## src/rtl/display_owner_arbiter_if.sv

```systemverilog
// Pixel-path bundle between the renderers and display_owner_arbiter.
// With DISP_ARB_LOCK_EN defined, the bundle also carries the lock input.
interface display_owner_arbiter_if #(
  parameter int NUM_REQ = 2
);
  logic [10:0]           h_coord;
  logic [9:0]            v_coord;
  logic [NUM_REQ-1:0]    req;
  logic [12*NUM_REQ-1:0] req_rgb;
`ifdef DISP_ARB_LOCK_EN
  logic                  lock;
`endif
  logic [11:0]           rgb_o;
  logic [NUM_REQ-1:0]    grant;
  logic [1:0]            owner_idx;
  logic                  switch_pulse;

  // No valid/ready pair here: req is a level held by each renderer, and the
  // arbiter answers only at frame boundaries through grant/switch_pulse.
`ifdef DISP_ARB_LOCK_EN
  modport master (
    output h_coord, v_coord, req, req_rgb, lock,
    input  rgb_o, grant, owner_idx, switch_pulse
  );
  modport slave (
    input  h_coord, v_coord, req, req_rgb, lock,
    output rgb_o, grant, owner_idx, switch_pulse
  );
`else
  modport master (
    output h_coord, v_coord, req, req_rgb,
    input  rgb_o, grant, owner_idx, switch_pulse
  );
  modport slave (
    input  h_coord, v_coord, req, req_rgb,
    output rgb_o, grant, owner_idx, switch_pulse
  );
`endif
endinterface

```

## src/rtl/display_owner_arbiter.sv

```systemverilog
// Frame-synchronous round-robin owner of the VGA pixel path, with minimum hold and blank frames.
// Optional macro DISP_ARB_LOCK_EN adds a lock input that freezes the current ownership.
module display_owner_arbiter #(
  parameter int          NUM_REQ         = 2,
  parameter int          V_ACTIVE        = 600,
  parameter int          MIN_HOLD_FRAMES = 30,
  parameter int          BLANK_FRAMES    = 2,
  parameter logic [11:0] IDLE_COLOR      = 12'h000
) (
  input  logic                   clk,
  input  logic                   arst,
  display_owner_arbiter_if.slave bus,
  output logic [1:0]             state
);
  localparam int HOLD_W  = (MIN_HOLD_FRAMES < 1) ? 1 : $clog2(MIN_HOLD_FRAMES + 1);
  localparam int BLANK_W = (BLANK_FRAMES < 1) ? 1 : $clog2(BLANK_FRAMES + 1);
  localparam logic [HOLD_W-1:0]  HOLD_MAX  = HOLD_W'(MIN_HOLD_FRAMES);
  localparam logic [BLANK_W-1:0] BLANK_END = BLANK_W'(BLANK_FRAMES);

  typedef enum logic [1:0] {
    S_IDLE  = 2'd0,
    S_OWN   = 2'd1,
    S_BLANK = 2'd2
  } state_e;

  state_e               state_q, state_d;
  logic [1:0]           owner_q, owner_d;
  logic [1:0]           rr_ptr_q, rr_ptr_d;
  logic [HOLD_W-1:0]    hold_q, hold_d, hold_inc;
  logic [BLANK_W-1:0]   blank_q, blank_d, blank_inc;
  logic                 pulse_q, pulse_d;
  logic                 tick_q, boundary;
  logic [11:0]          rgb_q, rgb_d, own_rgb;
  logic [NUM_REQ-1:0]   owner_oh;
  logic                 owner_req, hold_done, lock_own;
  logic [2:0]           pick_all, pick_oth;
  logic                 grant_en;
  logic [1:0]           grant_idx;

  // Returns {found, index}: the set bit with the smallest distance upward from ptr.
  function automatic logic [2:0] rr_pick(input logic [NUM_REQ-1:0] mask, input logic [1:0] ptr);
    logic [2:0] res;
    int         best;
    int         off;
    res  = 3'b000;
    best = NUM_REQ;
    for (int j = 0; j < NUM_REQ; j++) begin
      off = j - int'(ptr);
      if (off < 0) off = off + NUM_REQ;
      if (mask[j] && (off < best)) begin
        best = off;
        res  = {1'b1, 2'(j)};
      end
    end
    return res;
  endfunction

  function automatic logic [1:0] ptr_after(input logic [1:0] idx);
    return (int'(idx) + 1 >= NUM_REQ) ? 2'd0 : idx + 2'd1;
  endfunction

  assign boundary = (bus.v_coord == 10'(V_ACTIVE)) && (bus.h_coord == 11'd0);

`ifdef DISP_ARB_LOCK_EN
  assign lock_own = bus.lock;
`else
  assign lock_own = 1'b0;
`endif

  always_comb begin
    owner_oh = '0;
    own_rgb  = 12'h000;
    for (int j = 0; j < NUM_REQ; j++) begin
      owner_oh[j] = (owner_q == 2'(j));
      if (owner_q == 2'(j)) own_rgb = bus.req_rgb[12*j +: 12];
    end
  end

  // owner_q names the pending owner while in BLANK, so owner_req there means "next still wants it".
  assign owner_req = |(bus.req & owner_oh);
  assign pick_all  = rr_pick(bus.req, rr_ptr_q);
  assign pick_oth  = rr_pick(bus.req & ~owner_oh, rr_ptr_q);
  assign hold_inc  = (hold_q == HOLD_MAX) ? hold_q : hold_q + HOLD_W'(1);
  // Compared after this tick's increment: the owner has then completed hold_inc frames.
  assign hold_done = (hold_inc >= HOLD_MAX);
  assign blank_inc = blank_q + BLANK_W'(1);

  always_comb begin
    state_d   = state_q;
    owner_d   = owner_q;
    rr_ptr_d  = rr_ptr_q;
    hold_d    = hold_q;
    blank_d   = blank_q;
    pulse_d   = 1'b0;
    grant_en  = 1'b0;
    grant_idx = owner_q;
    if (tick_q) begin
      case (state_q)
        S_IDLE: begin
          if (pick_all[2]) begin
            grant_en  = 1'b1;
            grant_idx = pick_all[1:0];
          end
        end
        S_OWN: begin
          hold_d = hold_inc;
          if (!lock_own) begin
            if (!owner_req && !pick_oth[2]) begin
              state_d = S_IDLE;
            end else if (pick_oth[2] && (!owner_req || hold_done)) begin
              if (BLANK_FRAMES == 0) begin
                grant_en  = 1'b1;
                grant_idx = pick_oth[1:0];
              end else begin
                state_d = S_BLANK;
                owner_d = pick_oth[1:0];
                blank_d = '0;
              end
            end
          end
        end
        S_BLANK: begin
          blank_d = blank_inc;
          if (blank_inc == BLANK_END) begin
            if (owner_req) begin
              grant_en  = 1'b1;
              grant_idx = owner_q;
            end else if (pick_all[2]) begin
              grant_en  = 1'b1;
              grant_idx = pick_all[1:0];
            end else begin
              state_d = S_IDLE;
            end
          end
        end
        default: state_d = S_IDLE;
      endcase
    end
    if (grant_en) begin
      state_d  = S_OWN;
      owner_d  = grant_idx;
      rr_ptr_d = ptr_after(grant_idx);
      hold_d   = '0;
      pulse_d  = 1'b1;
    end
  end

  always_comb begin
    case (state_q)
      S_OWN:   rgb_d = own_rgb;
      S_BLANK: rgb_d = 12'h000;
      default: rgb_d = IDLE_COLOR;
    endcase
  end

  always_ff @(posedge clk or posedge arst) begin
    if (arst) begin
      state_q  <= S_IDLE;
      owner_q  <= 2'd0;
      rr_ptr_q <= 2'd0;
      hold_q   <= '0;
      blank_q  <= '0;
      pulse_q  <= 1'b0;
      tick_q   <= 1'b0;
      rgb_q    <= 12'h000;
    end else begin
      state_q  <= state_d;
      owner_q  <= owner_d;
      rr_ptr_q <= rr_ptr_d;
      hold_q   <= hold_d;
      blank_q  <= blank_d;
      pulse_q  <= pulse_d;
      tick_q   <= boundary;
      rgb_q    <= rgb_d;
    end
  end

  assign bus.rgb_o        = rgb_q;
  assign bus.grant        = (state_q == S_OWN) ? owner_oh : '0;
  assign bus.owner_idx    = owner_q;
  assign bus.switch_pulse = pulse_q;
  assign state            = state_q;
endmodule
```

## src/flat_wrapper.sv

```systemverilog
// flat-port wrapper written by rule: the top's interface ports become plain ports
module display_owner_arbiter_flat 
#(
  parameter int          NUM_REQ         = 2,
  parameter int          V_ACTIVE        = 600,
  parameter int          MIN_HOLD_FRAMES = 30,
  parameter int          BLANK_FRAMES    = 2,
  parameter logic [11:0] IDLE_COLOR      = 12'h000
)
  (clk, arst, state, bus_h_coord, bus_v_coord, bus_req, bus_req_rgb, bus_rgb_o, bus_grant, bus_owner_idx, bus_switch_pulse);
  display_owner_arbiter_if #(.NUM_REQ(NUM_REQ)) bus_i ();
  input  logic clk;
  input  logic arst;
  output logic [1:0] state;
  input wire logic [$bits(bus_i.h_coord)-1:0] bus_h_coord;
  input wire logic [$bits(bus_i.v_coord)-1:0] bus_v_coord;
  input wire logic [$bits(bus_i.req)-1:0] bus_req;
  input wire logic [$bits(bus_i.req_rgb)-1:0] bus_req_rgb;
  output wire logic [$bits(bus_i.rgb_o)-1:0] bus_rgb_o;
  output wire logic [$bits(bus_i.grant)-1:0] bus_grant;
  output wire logic [$bits(bus_i.owner_idx)-1:0] bus_owner_idx;
  output wire logic [$bits(bus_i.switch_pulse)-1:0] bus_switch_pulse;
  assign bus_i.h_coord = bus_h_coord;
  assign bus_i.v_coord = bus_v_coord;
  assign bus_i.req = bus_req;
  assign bus_i.req_rgb = bus_req_rgb;
  assign bus_rgb_o = bus_i.rgb_o;
  assign bus_grant = bus_i.grant;
  assign bus_owner_idx = bus_i.owner_idx;
  assign bus_switch_pulse = bus_i.switch_pulse;
  display_owner_arbiter #(.NUM_REQ(NUM_REQ), .V_ACTIVE(V_ACTIVE), .MIN_HOLD_FRAMES(MIN_HOLD_FRAMES), .BLANK_FRAMES(BLANK_FRAMES), .IDLE_COLOR(IDLE_COLOR)) u_core (.clk(clk), .arst(arst), .bus(bus_i), .state(state));
endmodule
```

## config.mk

```make
export PLATFORM = sky130hd
export DESIGN_NAME = display_owner_arbiter_flat
export DESIGN_NICKNAME = d
export VERILOG_FILES = /design/src/rtl/display_owner_arbiter_if.sv /design/src/rtl/display_owner_arbiter.sv /design/src/flat_wrapper.sv
export SDC_FILE = /design/constraint.sdc
export NUM_CORES = 1
export LEC_CHECK = 0
export ABC_AREA = 1
export ABC_CLOCK_PERIOD_IN_PS = 4450
export CAP_MARGIN = 0
export CORE_ASPECT_RATIO = 1.1
export CORE_MARGIN = 4
export CORE_UTILIZATION = 47
export CTS_BUF_LIST = sky130_fd_sc_hd__clkbuf_2 sky130_fd_sc_hd__clkbuf_4 sky130_fd_sc_hd__clkbuf_8
export CTS_CLUSTER_DIAMETER = 60
export DETAILED_ROUTE_END_ITERATION = 10
export PLACE_DENSITY = 0.87
export SLEW_MARGIN = 10
export SYNTH_ARGS = -nofsm -noshare
export SYNTH_HDL_FRONTEND = slang
export SYNTH_SLANG_ARGS = --single-unit
```

## constraint.sdc

```tcl
create_clock -name clk -period 4.45 [get_ports clk]
set_input_delay 1.335 -clock clk [delete_from_list [all_inputs] [get_ports clk]]
set_output_delay 1.335 -clock clk [all_outputs]
set_load 0.005 [all_outputs]
```

==> impl_metrics.env, run 1 <==
export IMPL_status="finished clean"
export IMPL_yosys_area_top_type="dfrtp_1"
export IMPL_nFillCells=255
export IMPL_critPathBufInv=3
export IMPL_slowest_stage="clkdlybuf4s50_1"
export IMPL_syn_num_nets=258
export IMPL_cts_tree="built"
export IMPL_clock_fmax_ghz=0.293
export IMPL_critPathTopFamily="buffers and inverters"
export IMPL_routabilityCongestion=0.888
export IMPL_endpoint_kind="output port"
export IMPL_hold_viol_final=0
export IMPL_drtIter0Drc=51
export IMPL_fin_setup_tns_ns=0
export IMPL_rows=21
export IMPL_diodes=0
export IMPL_die_area_um2=4410
export IMPL_fin_crit_ns=3.42
export IMPL_grt_setup_unrepaired="false"
export IMPL_vias=1526
export IMPL_grt_pass1_wl_um=5950
export IMPL_async_flop_share=1.00
export IMPL_ctsResizeCount=0
export IMPL_ir_worst_vdd_uv=117
export IMPL_grt_ovfl_total=0
export IMPL_htree_levels=1
export IMPL_avgSynthCellArea_um2=8.05
export IMPL_synthFlopType="dfrtp_1"
export IMPL_path_class="reg -> out"
export IMPL_utilization=0.733
export IMPL_ys_seq_elements=27
export IMPL_maxCapViolations=0
export IMPL_synthMostInstantiatedCell="nand2_1"
export IMPL_ant_nets=0
export IMPL_io_pin_count=68
export IMPL_synth_edf_count=0
export IMPL_start_kind="register"
export IMPL_drt_wl_total_um=3750
export IMPL_setup_viol=0
export IMPL_finalPower_w=0.000407
export IMPL_clock_latency_ns=0.33
export IMPL_synth_commonest_cells="41 x nand2_1, 29 x inv_1, 27 x dfrtp_1, 24 x nor2_1, 12 x a22o_1"
export IMPL_syn_area_um2=1600
export IMPL_die_w_um=63.7
export IMPL_dpl_hpwl_um=3120
export IMPL_synth_area_leaders="dfrtp_1 42%, nand2_1 9.6%, ha_1 7.8%"
export IMPL_p_leak_nw=1.14
export IMPL_ys_seq_area_frac=0.422
export IMPL_ctsHoldBuffers=0
export IMPL_critPathMaxFanout=13
export IMPL_portBuffers=67
export IMPL_route_detailed_drc=0
export IMPL_final_layout_size_suffix_gt1_frac=0.0602
export IMPL_area_growth_syn_to_layout_pct=44.4
export IMPL_hold_class="reg -> reg"
export IMPL_antenna_found_initial=0
export IMPL_cp_common_cell="inv_1"
export IMPL_wl_per_cell_um=12.5
export IMPL_synthDistinctLibCells=26
export IMPL_cp_data_required_time_ns=3.12
export IMPL_path_cells="inv_1 > ha_1 > nand2_1 > inv_1 > clkdlybuf4s50_1"
export IMPL_pre_cts_slack_ns=1.20
export IMPL_relSlewSlack=0.339
export IMPL_root_buffer="clkbuf_4"
export IMPL_firstDrtPassIters=4
export IMPL_grt_pass1_vias=1377
export IMPL_synth_top_area_share=0.422
export IMPL_clk_pin_slew_ns=0.15
export IMPL_fin_crit_sh=0.768
export IMPL_cts_setup_buffers=0
export IMPL_numCtsBuffers=3
export IMPL_track_usage=0.169
export IMPL_die_h_um=69.2
export IMPL_ctsLongestPathBuffers=2
export IMPL_yosys_warnings=0
export IMPL_worst_slack_ns=1.03
export IMPL_cp_arrival_ns=2.08
export IMPL_cpPeakStageDelay_ns=0.60
export IMPL_fin_nets=326
export IMPL_synthCells=199
export IMPL_whs_ns=0.530
export IMPL_start_util=0.508
export IMPL_drv_slew=0
export IMPL_worst_slew_pin_slew_ns=0.990
export IMPL_grt_max_degree=28
export IMPL_cts_sinks=27
export IMPL_p_per_area_nw_per_um2=176
export IMPL_vias_per_cell=5.09
export IMPL_core_um2=3150
export IMPL_finClkSkew_ns=0.0102
[stage by stage]
step	std cells	cell area, um2
2_1_floorplan	199	1600
3_3_place_gp	296	2280
3_5_place_dp	296	2280
4_1_cts	300	2310
5_1_grt	300	2310
6_report	300	2310
[final timing paths]
kind                                     from                   to  slack [ns]  cells past startpoint
setup / recovery              u_core.state[1]         bus_grant[0]        1.03                      5
setup reg to reg           u_core.rr_ptr_q[0]   u_core.rr_ptr_q[1]        2.32                     14
hold / removal              u_core.blank_q[1]    u_core.blank_q[1]        0.53                      2
max in group asynchronous                arst     u_core.hold_q[1]        2.33                      2
min in group asynchronous                arst  u_core.bus.rgb_o[0]        1.51                      2
hold reg to reg             u_core.blank_q[1]    u_core.blank_q[1]        0.53                      2
[placed cells by master (no fill, tap or decap)]
cell             netlist  layout
a22o_1                12      12
nand3_1               11      11
o21ai_0                2       2
o21ai_2                1       1
or2_2                  2       2
clkbuf_4               0       3
o22ai_1                3       3
nor2_1                24      24
nand2_4                1       1
nand3_2                1       1
clkdlybuf4s50_1        0      67
nor4_1                 4       4
ha_1                  10      10
o21ai_1                7       7
clkinvlp_4             0       1
nand4_1                4       4
a21boi_0               1       1
a21oi_1                4       4
inv_1                 29      29
nor2_2                 2       2
inv_2                  1       1
dfrtp_1               27      27
nor3_1                 3       3
nand2_2                3       3
xor2_1                 1       1
a211oi_2               1       1
nand2_1               41      41
[worst register-to-register path, delay by kind of cell (launching register included)]
kind,cells,cell delay (ns)
compound gates,3,0.45
flops,1,0.43
buf+inv,1,0.08
fa+ha+maj,2,0.58
simple gates,8,0.50
[state kept, by name, indices dropped and copies added (netlist names)]
register and flops:
u_core.state 2, u_core.hold_q 5, u_core.bus.rgb_o 12, u_core.tick_q 1
u_core.bus.owner_idx 2, u_core.blank_q 2, u_core.bus.switch_pulse 1, u_core.rr_ptr_q 2
[power by group]
part | internal, W | total, W | switching, W
logic | 0.0000392 | 0.0000549 | 0.0000158
registers | 0.000245 | 0.000245 | 0.00000000114
clock network | 0.0000344 | 0.000107 | 0.0000724
[cell type report]
| cell class | instances | area [um2] | area share |
|---|---|---|---|
| clock buffers | 3 | 22.5 | 0.00974 |
| well taps | 34 | 42.5 | 0.0184 |
| repair buffers | 67 | 671 | 0.290 |
| clock inverters | 1 | 7.51 | 0.00325 |
| flip-flops and latches | 27 | 676 | 0.292 |
| inverters | 30 | 113 | 0.0487 |
| multi-input cells | 138 | 781 | 0.338 |
[per-layer routing]
| metal | vias up | GRT usage | share of wire |
|---|---|---|---|
| li1 | 784 | - | - |
| met1 | 687 | 0.189 | 0.40 |
| met2 | 50 | 0.307 | 0.52 |
| met3 | 5 | 0.0373 | 0.069 |
| met4 | 0 | 0.0647 | 0.012 |
| met5 | - | 0 | 0 |
[kinds of logic after synthesis]
group	count (synthesis)	share of synthesized area
AND/OR/NAND/NOR	96	0.268
buffers and inverters	34	0.0906
AO/OA/AOI/OAI	31	0.136
flip-flops	27	0.422
adder cells (fa/ha/maj)	10	0.0781
XOR/XNOR	1	0.00547
No activity file was read; power rests on OpenSTA's default activity.
==> run 2: changes to the inputs <==
- ABC_CLOCK_PERIOD_IN_PS: 4450 -> 2950
- CORE_UTILIZATION: 47 -> 40
- PLACE_DENSITY: 0.87 -> 0.79
- clock period: 4.45 -> 2.95 ns (I/O delays scaled with it)
==> run 2 against run 1 <==
  * Total power increased by 62%
  * Combinational power up 52%
  * Die area rose by 15%
  * Highest routed layer unchanged
  * Final area grew 2.7%
  * Final cell count is 6.3% higher
  * Count of clock-buffer cells in the layout is the same
  * Clock skew shrank 0.0074 ns
==> impl_metrics.env, run 2 (synthesis results as in run 1) <==
export IMPL_status="finished clean"
export IMPL_rows=23
export IMPL_area_growth_syn_to_layout_pct=48.2
export IMPL_cp_data_required_time_ns=2.07
export IMPL_cpPeakStageDelay_ns=0.53
export IMPL_p_per_area_nw_per_um2=278
export IMPL_io_pin_count=68
export IMPL_htree_levels=1
export IMPL_critPathBufInv=3
export IMPL_vias=1538
export IMPL_cp_common_cell="inv_1"
export IMPL_diodes=0
export IMPL_setup_viol=0
export IMPL_grt_max_degree=28
export IMPL_fin_crit_sh=0.886
export IMPL_hold_class="reg -> reg"
export IMPL_fin_setup_tns_ns=0
export IMPL_cts_setup_buffers=0
export IMPL_firstDrtPassIters=4
export IMPL_grt_pass1_wl_um=6230
export IMPL_grt_pass1_vias=1470
export IMPL_wl_per_cell_um=11.7
export IMPL_vias_per_cell=4.82
export IMPL_grt_ovfl_total=0
export IMPL_grt_setup_unrepaired="false"
export IMPL_drv_slew=0
export IMPL_hold_viol_final=0
export IMPL_cts_sinks=27
export IMPL_track_usage=0.161
export IMPL_maxCapViolations=0
export IMPL_ctsResizeCount=0
export IMPL_finClkSkew_ns=0.00279
export IMPL_utilization=0.634
export IMPL_clock_fmax_ghz=0.383
export IMPL_numCtsBuffers=3
export IMPL_endpoint_kind="output port"
export IMPL_path_class="reg -> out"
export IMPL_ctsLongestPathBuffers=2
export IMPL_core_um2=3740
export IMPL_final_cell_mix="67 x clkdlybuf4s50_1, 41 x nand2_1, 29 x inv_1, 27 x dfrtp_1, 24 x nor2_1"
export IMPL_root_buffer="clkbuf_8"
export IMPL_final_layout_size_suffix_gt1_frac=0.0706
export IMPL_die_w_um=68.3
export IMPL_largest_reg_flops=12
export IMPL_rrSetupSlack_ns=0.84
export IMPL_relSlewSlack=0.778
export IMPL_drtIter0Drc=55
export IMPL_mostFrequentLayoutCell="clkdlybuf4s50_1"
export IMPL_ctsHoldBuffers=0
export IMPL_critPathTopFamily="buffers and inverters"
export IMPL_slowest_stage="clkdlybuf4s50_1"
export IMPL_path_cells="inv_1 > ha_1 > nand2_1 > inv_1 > clkdlybuf4s50_1"
export IMPL_finalPower_w=0.000659
export IMPL_fin_crit_ns=2.61
export IMPL_drt_wl_total_um=3740
export IMPL_die_h_um=74.4
export IMPL_portBuffers=67
export IMPL_clock_latency_ns=0.26
export IMPL_critPathMaxFanout=5
export IMPL_clk_pin_slew_ns=0.09
export IMPL_ant_nets=0
export IMPL_p_leak_nw=1.17
export IMPL_start_util=0.428
export IMPL_cp_arrival_ns=1.73
export IMPL_die_area_um2=5080
export IMPL_worst_slew_pin_slew_ns=0.333
export IMPL_dpl_hpwl_um=3110
export IMPL_antenna_found_initial=0
export IMPL_routabilityCongestion=0.834
export IMPL_ir_worst_vdd_uv=211
export IMPL_route_detailed_drc=0
export IMPL_start_kind="register"
export IMPL_cts_tree="built"
export IMPL_fin_nets=329
-- run 2: cell count changes in the layout (fill, tap and decap cells not counted), sizes merged --
cell / change
buf: +3
-- run 2: report_power, final --
group          internal [W]  switching [W]  leakage (nW)
combinational     0.0000599      0.0000233         0.821
sequential         0.000370  0.00000000192         0.325
clock             0.0000955       0.000111        0.0217
-- run 2: final timing paths --
kind                                     from                    to  cells after the start
setup / recovery              u_core.state[1]          bus_grant[1]                      5
hold / removal              u_core.blank_q[1]     u_core.blank_q[1]                      2
setup reg to reg           u_core.rr_ptr_q[0]    u_core.rr_ptr_q[1]                     14
hold reg to reg             u_core.blank_q[1]     u_core.blank_q[1]                      2
max in group asynchronous                arst  u_core.bus.rgb_o[10]                      3
min in group asynchronous                arst  u_core.bus.rgb_o[11]                      3
-- run 2: metal layers --
layer  GRT usage  up-vias  wire (um)
met5           0        -          0
met4      0.0331        0         27
met3      0.0529        2        350
met2       0.290       55       1920
met1       0.183      689       1440
li1            -      792          -
-- run 2: final cells by class --
type,instances,area [um2]
clock buffers,3,41.3
inverters,30,113
multi-input cells,138,781
flip-flops and latches,27,676
clock inverters,1,7.51
well taps,50,62.6
repair buffers,70,693
fillers,338,1370
-- run 2: worst register-to-register path: cells and delay by family (launching register included) --
family | cells | cell delay [ns]
compound gates | 3 | 0.47
fa+ha+maj | 2 | 0.59
buf+inv | 1 | 0.08
flops | 1 | 0.41
simple gates | 8 | 0.47
-- run 2: per-stage QoR --
stage                     instance area, um2  std cells  setup WS (ns)  hold slack, ns
after detailed placement                2320        315          0.168           0.487
after global routing                    2370        319          0.193           0.556
after global placement                  2320        315          0.230           0.481
after CTS                               2370        319          0.319           0.510
final                                   2370        319          0.336           0.504
after floorplan                         1600        199          0.875           0.459
==> run 3: changes to the inputs <==
- GPL_TIMING_DRIVEN: default -> 0
==> run 3 against run 2 <==
  * Die area did not move
  * Non-clock buffer count rose by 1
  * Via count fell by 0.78%
  * Critical path type unchanged
  * Critical endpoint is now bus_grant[0]
  * Largest cell class unchanged
==> impl_metrics.env, run 3 (synthesis results as in run 1) <==
export IMPL_dpl_hpwl_um=3050
export IMPL_vias=1526
export IMPL_fin_crit_ns=2.80
export IMPL_endpoint_kind="output port"
export IMPL_fin_setup_tns_ns=0
export IMPL_ctsLongestPathBuffers=2
export IMPL_die_w_um=68.3
export IMPL_numCtsBuffers=3
export IMPL_die_h_um=74.4
export IMPL_min_path_cells=2
export IMPL_final_cell_mix="67 x clkdlybuf4s50_1, 41 x nand2_1, 29 x inv_1, 26 x dfrtp_1, 24 x nor2_1"
export IMPL_drv_slew=0
export IMPL_route_detailed_drc=0
export IMPL_cp_arrival_ns=1.92
export IMPL_start_kind="register"
export IMPL_rrSetupSlack_ns=0.82
export IMPL_grt_max_degree=28
export IMPL_clk_pin_slew_ns=0.09
export IMPL_reg2reg_from="u_core.rr_ptr_q[0]"
export IMPL_switching_share=0.212
export IMPL_largest_reg_flops=12
export IMPL_clock_latency_ns=0.27
export IMPL_status="finished clean"
export IMPL_core_um2=3740
export IMPL_final_layout_size_suffix_gt1_frac=0.0815
export IMPL_start_util=0.428
export IMPL_p_per_area_nw_per_um2=278
export IMPL_drtIter0Drc=67
export IMPL_critPathMaxFanout=10
export IMPL_htree_levels=1
export IMPL_hold_viol_final=0
export IMPL_p_sw_w=0.000141
export IMPL_p_clk_frac=0.320
export IMPL_firstDrtPassIters=4
export IMPL_cts_setup_buffers=0
export IMPL_antenna_found_initial=0
export IMPL_clock_fmax_ghz=0.357
export IMPL_cts_sinks=27
export IMPL_grt_pass1_vias=1404
export IMPL_grt_setup_unrepaired="false"
export IMPL_worst_slew_pin_slew_ns=0.980
export IMPL_ir_worst_vdd_uv=201
export IMPL_path_class="reg -> out"
export IMPL_io_pin_count=68
export IMPL_nFillCells=342
export IMPL_die_area_um2=5080
export IMPL_worstHoldEndpoint="u_core.blank_q[1]"
export IMPL_power_share_combinational=0.124
export IMPL_maxCapViolations=0
export IMPL_cts_tree="built"
export IMPL_drt_wl_total_um=3600
export IMPL_r2r_cells=14
export IMPL_grt_pass1_wl_um=5820
export IMPL_hold_class="reg -> reg"
export IMPL_fin_nets=330
export IMPL_area_growth_syn_to_layout_pct=49.4
export IMPL_cp_data_required_time_ns=2.07
export IMPL_grt_ovfl_total=0
export IMPL_vias_per_cell=4.77
export IMPL_routabilityCongestion=0.835
export IMPL_wl_per_cell_um=11.3
export IMPL_fin_crit_sh=0.950
export IMPL_mostFrequentLayoutCell="clkdlybuf4s50_1"
export IMPL_rows=23
export IMPL_portBuffers=67
export IMPL_hold_start="u_core.blank_q[1]"
export IMPL_track_usage=0.151
export IMPL_p_leak_nw=1.17
export IMPL_ant_nets=0
export IMPL_diodes=0
export IMPL_post_route_cell_area_um2=2390
export IMPL_p_seq_frac=0.556
export IMPL_reg2reg_to="u_core.rr_ptr_q[1]"
export IMPL_placed_area_um2=2330
export IMPL_root_buffer="clkbuf_8"
export IMPL_relSlewSlack=0.346
export IMPL_internal_power_w=0.000525
export IMPL_finClkSkew_ns=0.00547
export IMPL_setup_viol=0
## run 3: final cells by class
cell class                      count  area, um2  area share
Timing Repair Buffer               67        671       0.280
Clock buffer                        3       41.3      0.0173
Buffer                              4       37.5      0.0157
Clock inverter                      1       7.51     0.00314
Multi-Input combinational cell    138        783       0.327
Inverter                           30        113      0.0471
Sequential cell                    27        677       0.283
Tap cell                           50       62.6      0.0262
## run 3: how the worst max path moves through the flow
stage	startpoint	to	slack [ns]	depth (start not counted)
3_3_place_gp	bus_req[0]	u_core.rr_ptr_q[1]	0.15	14
2_1_floorplan	bus_req[1]	u_core.rr_ptr_q[1]	0.87	12
3_5_place_dp	bus_req[0]	u_core.rr_ptr_q[1]	0.12	14
6_report	u_core.state[1]	bus_grant[0]	0.15	6
5_1_grt	u_core.state[1]	bus_grant[1]	0.02	6
4_1_cts	u_core.state[1]	bus_grant[1]	0.06	6
## run 3: power groups by stage
stage               Clock [W]  Combinational, W  Sequential [W]
global route         0.000238         0.0000890        0.000370
detailed placement          0         0.0000838        0.000377
floorplan                   0         0.0000155        0.000377
global placement            0         0.0000823        0.000377
CTS                  0.000219         0.0000840        0.000370
finish               0.000213         0.0000827        0.000370
## run 3: critical path: stages, from the launching register on
cell	delay, ns
dfrtp_1	0.40
inv_1	0.10
ha_2	0.22
nand2_1	0.06
inv_1	0.12
clkbuf_4	0.22
clkdlybuf4s50_1	0.52
## run 3: repair_timing
| item | CTS | global route |
|---|---|---|
| endpoints found under the setup margin | 0 | 2 |
| gates resized for setup | 0 | 4 |
| hold buffers | 0 | 0 |
## run 3: routing by layer
layer  track usage  routed length (um)
met5             0                   0
met4        0.0618                  73
met3        0.0408                 289
met2         0.259                1810
met1         0.176                1430
## run 3: through the flow
stage / hold slack (ns) / setup WS [ns] / utilization / power (W) / instances
final: 0.505 / 0.146 / 0.639 / 0.000666 / 320
after global routing: 0.552 / 0.0197 / 0.639 / 0.000697 / 320
after CTS: 0.511 / 0.0608 / 0.637 / 0.000672 / 320
after detailed placement: 0.488 / 0.118 / 0.624 / 0.000461 / 316
after global placement: 0.476 / 0.152 / 0.624 / 0.000459 / 316
after floorplan: 0.459 / 0.875 / - / 0.000393 / 199
==> patch 1, RTL diff (flow settings as in run 3) <==
`hold_q` and `rgb_q` no longer have a reset.
--- a/src/rtl/display_owner_arbiter.sv
+++ b/src/rtl/display_owner_arbiter.sv
@@ -158,21 +158,22 @@
       state_q  <= S_IDLE;
       owner_q  <= 2'd0;
       rr_ptr_q <= 2'd0;
-      hold_q   <= '0;
       blank_q  <= '0;
       pulse_q  <= 1'b0;
       tick_q   <= 1'b0;
-      rgb_q    <= 12'h000;
     end else begin
       state_q  <= state_d;
       owner_q  <= owner_d;
       rr_ptr_q <= rr_ptr_d;
-      hold_q   <= hold_d;
       blank_q  <= blank_d;
       pulse_q  <= pulse_d;
       tick_q   <= boundary;
-      rgb_q    <= rgb_d;
     end
+  end
+
+  always_ff @(posedge clk) begin
+    hold_q <= hold_d;
+    rgb_q  <= rgb_d;
   end
 
   assign bus.rgb_o        = rgb_q;
Function: differs if arst is asserted again (counterexample within 4 cycles, from zero or initial values and one cycle with arst high); with arst held inactive, the same outputs for 10 cycles.
==> patch 1 against run 3 <==
Hold slack worse by 0.015 ns; total power rose by 1.1%; sequential cell count unchanged; setup slack lost 0.030 ns; synthesized area is 2.5% lower; via count decreased by 0.59%; design area fell by 0.58%; routed wire length up 9.0%; critical endpoint is now bus_grant[1]; largest power group unchanged; highest routed layer unchanged.
==> patch 1: results <==
outcome:
  outcome: "complete, no violations"
placement:
  gp_congestion: 0.865
  dpl.hpwl_mm: 3.20
  place_area_um2: 2290
  io_buffers: 67
  pre_cts_ws_ns: 0.203
final_layout:
  drive_gt1_share_pct: 12.9
  fin_nets: 332
  diodes: 0
  nFillCells: 320
  instances_no_fill: 322
  largest_register_ffs: 12
timing:
  tightest_slew_ns: 0.418
  skew_ns: 0.00406
  whs_ns: 0.490
critical_path:
  crit_path_top_delay_cell: "clkdlybuf4s50_1"
  critPathArrivalTime_ns: 1.95
  crit_fanout: 10
  cp_top_family: "buffers and inverters"
  r2r_end: "u_core.rr_ptr_q[1]"
  cp.buffers_inverters: 4
  worst-r2r-cell-count: 18
  slowest_delay_ns: 0.51
  reg2reg_slack_ns: 0.83
  r2r-start: "u_core.rr_ptr_q[0]"
synth:
  async_flop_share_pct: 37.0
  yosys_warnings: 0
  yosys-top-cells-area: "dfxtp_1 22%, dfrtp_1 16%, nand2_1 11%"
  ys_types: 29
  synth_nets: 260
  synth_commonest_cells: "46 x nand2_1, 22 x inv_1, 19 x nor2_1"
  synthFlopType: "dfxtp_1"
  ys_seq_area_share_pct: 37.8
  syn_inst: 201
clocking:
  cts_resized: 5
  clk_latency_ns: 0.28
  cts_buffer_depth: 2
  clk_pin_slew_ns: 0.09
  cts_root_buf: "clkbuf_8"
  cts_buffers: 3
  htreeDepth: 1
  cts_setup_buffers: 0
grt:
  grtUsageTotal_pct: 16.3
  grt_max_degree: 17
  grt_pass1_wl_mm: 6.22
  antenna_found_initial: 0
worst_hold_path:
  whs_path_depth: 2
  min_to: "u_core.blank_q[1]"
  min_path_type: "reg -> reg"
routing:
  routed_via_density: 4.71
  drtIter0Drc: 52
  wl_mm: 3.93
  first_pass_iters: 4
pwr:
  leakagePower_nw: 1.03
  ir_drop_uv: 223
## patch 1: changes by cell type in the layout (fill, tap and decap cells not counted), moves of 3 or more
cell,change
inv_1,-7
dfrtp_1,-16
nand3_2,+3
nor2_4,+3
inv_2,+3
o21ai_1,-3
dfxtp_1,+17
nand2_2,+3
nand2_1,+5
nor2_1,-7
## patch 1: report_power, final
| part | switching (W) | leakage, nW | internal [W] | total [W] |
|---|---|---|---|---|
| sequential | 0.00000000447 | 0.266 | 0.000366 | 0.000366 |
| clock | 0.000122 | 0.0260 | 0.0000968 | 0.000219 |
| combinational | 0.0000249 | 0.739 | 0.0000623 | 0.0000872 |
| total | 0.000147 | 1.03 | 0.000525 | 0.000673 |
## patch 1: worst max-delay path by stage
stage                                     to  slack (ns)  cells after the start
after global routing            bus_grant[1]        0.01                      6
after CTS                       bus_grant[1]        0.03                      6
after floorplan           u_core.rr_ptr_q[1]        0.90                     15
final                           bus_grant[1]        0.12                      6
after global placement          bus_grant[0]        0.18                      6
after detailed placement        bus_grant[1]        0.20                      6
## patch 1: final cells by class
class                      instances  area [µm²]  area share [%]
buffer                             3        23.8           0.999
clock buffer                       3        41.3            1.74
clock inverter                     1        6.26           0.263
inverter                          28         108            4.52
multi-input combinational        143         876            36.8
sequential                        27         591            24.8
tap                               50        62.6            2.63
timing repair buffer              67         671            28.2
## patch 1: per-layer routing
layer  track usage [%]  vias to the layer above  routed length, µm
met5                 0                        -                  0
met4              5.86                        0                 71
met3              3.36                        6                183
met2              26.6                       43               1960
met1              21.2                      667               1710
li1                  -                      801                  -
## patch 1: cells by family after synthesis
group	Yosys count	share of synthesized area [%]
AOI/OAI and AO/OA	30	13.6
adders and majority gates	10	8.01
buffers and inverters	31	7.85
DFF	27	37.8
and+or+nand+nor	103	32.7
==> patch 2, RTL diff (config.mk and constraints of run 3) <==
Without the edit above. `BLANK_FRAMES` is set to 2 in 2 places; all go to 4.
--- a/src/rtl/display_owner_arbiter.sv
+++ b/src/rtl/display_owner_arbiter.sv
@@ -4,7 +4,7 @@
   parameter int          NUM_REQ         = 2,
   parameter int          V_ACTIVE        = 600,
   parameter int          MIN_HOLD_FRAMES = 30,
-  parameter int          BLANK_FRAMES    = 2,
+  parameter int          BLANK_FRAMES    = 4,
   parameter logic [11:0] IDLE_COLOR      = 12'h000
 ) (
   input  logic                   clk,
--- a/src/flat_wrapper.sv
+++ b/src/flat_wrapper.sv
@@ -4,7 +4,7 @@
   parameter int          NUM_REQ         = 2,
   parameter int          V_ACTIVE        = 600,
   parameter int          MIN_HOLD_FRAMES = 30,
-  parameter int          BLANK_FRAMES    = 2,
+  parameter int          BLANK_FRAMES    = 4,
   parameter logic [11:0] IDLE_COLOR      = 12'h000
 )
   (clk, arst, state, bus_h_coord, bus_v_coord, bus_req, bus_req_rgb, bus_rgb_o, bus_grant, bus_owner_idx, bus_switch_pulse);
Behaviour: not the same (a bounded check fails within 10 cycles, from zero or initial values and one cycle with arst high).
==> patch 2 against run 3 <==
Routed wire length grew 16%; clock skew shrank 0.0012 ns; total power grew 17%; setup slack lost 0.031 ns; sequential power grew 4%; die area grew 4.0%; clock power grew 43%; sequential cell count grew 1; synthesized area grew 4.5%; non-clock buffer count grew 1; design area grew 6.4%; fmax shrank 1.1%; critical endpoint unchanged; largest power group unchanged; highest routed layer unchanged.
==> patch 2: results <==
synth:
  syn_inst: 205
  yosys_warnings: 0
  yosys-top-cells-area: "dfrtp_1 42%, nand2_1 9.4%, ha_1 8.2%"
  ys_types: 30
  synth.area.mux_share_pct: 0
  async_flop_share_pct: 100
  netlist.area_leader.share_pct: 41.9
  synth_compound_gate_area_share_pct: 14.3
  synth_commonest_cells: "42 x nand2_1, 28 x dfrtp_1, 27 x inv_1"
  ys_seq_area_share_pct: 41.9
  synth_nets: 265
  yosys.area_share.xor_xnor_pct: 0.523
  synth-adder-area-share_pct: 8.22
grt:
  antenna_found_initial: 0
  gr-usage-met2_pct: 29.6
  busiest_layer: "met2"
  grt_pass1_vias: 1660
  gr-usage-met1_pct: 17.0
  use_met3_pct: 4.49
  grtUsageTotal_pct: 15.8
  grt_pass1_wl_mm: 6.73
  grt_max_degree: 29
placement:
  place_inst: 324
  dpl.hpwl_mm: 3.27
  io_buffers: 67
  place_area_um2: 2410
  gp_congestion: 0.902
critical_path:
  endpoint: "bus_grant[0]"
  crit_path_top_delay_cell: "clkdlybuf4s50_1"
  worst-r2r-cell-count: 12
  slowest_delay_ns: 0.50
  r2r_end: "u_core.rr_ptr_q[1]"
  r2r-start: "u_core.rr_ptr_q[0]"
worst_hold_path:
  whs_path_depth: 2
  hp-start: "u_core.blank_q[1]"
  min_to: "u_core.blank_q[1]"
  min_path_type: "reg -> reg"
pwr:
  leakagePower_nw: 1.20
  switchingPower_w: 0.000150
  pg_comb_w: 0.0000877
  pwr_density_cell_nw_per_um2: 305
  ir_drop_uv: 263
  seq_power_w: 0.000384
final_layout:
  drive_gt1_share_pct: 10.8
  instances_no_fill: 330
  largest_register_ffs: 12
  fin_nets: 339
  diodes: 0
clocking:
  clk_pin_slew_ns: 0.10
  cts_setup_buffers: 1
  cts_resized: 8
  cts_root_buf: "clkbuf_8"
outcome:
  outcome: "complete, no violations"
routing:
  wl_per_cell_um: 12.6
  drtIter0Drc: 80
  routed_via_density: 4.95
timing:
  skew_ns: 0.00425
  tightest_slew_ns: 1.03
patch 2: cell types whose count changed after synthesis, sizes merged, moves of 2 or more:
cell and delta:
o22ai -2, nand3 +7, inv -2, nand2 +3, a21oi +2, nand4 -2
buf -2, nor2 -5
patch 2: metal layers:
metal / vias to the layer above / share of wire [%]
met5: - / 0
met4: 0 / 1.8
met3: 9 / 8.0
met2: 67 / 51
met1: 731 / 39
li1: 825 / -
patch 2: metrics by stage:
stage          util [%]  setup WS [ns]  setup TNS (ns)  hold WS, ns
6_report           63.8          0.115               0        0.541
5_1_grt            63.8       -0.00203        -0.00203        0.569
4_1_cts            63.0        0.00213               0        0.549
3_5_place_dp       60.3         -0.135          -0.135        0.499
3_3_place_gp       60.3         -0.160          -0.160        0.493
2_1_floorplan         -          0.750               0        0.469
patch 2: layout make-up:
cell class,instances,area [µm²]
fillers,327,1450
multi-input cells,145,882
flip-flops and latches,28,702
repair buffers,69,686
inverters,29,109
well taps,52,65.1
clock buffers,3,41.3
plain buffers,3,31.3
clock inverters,1,30.0
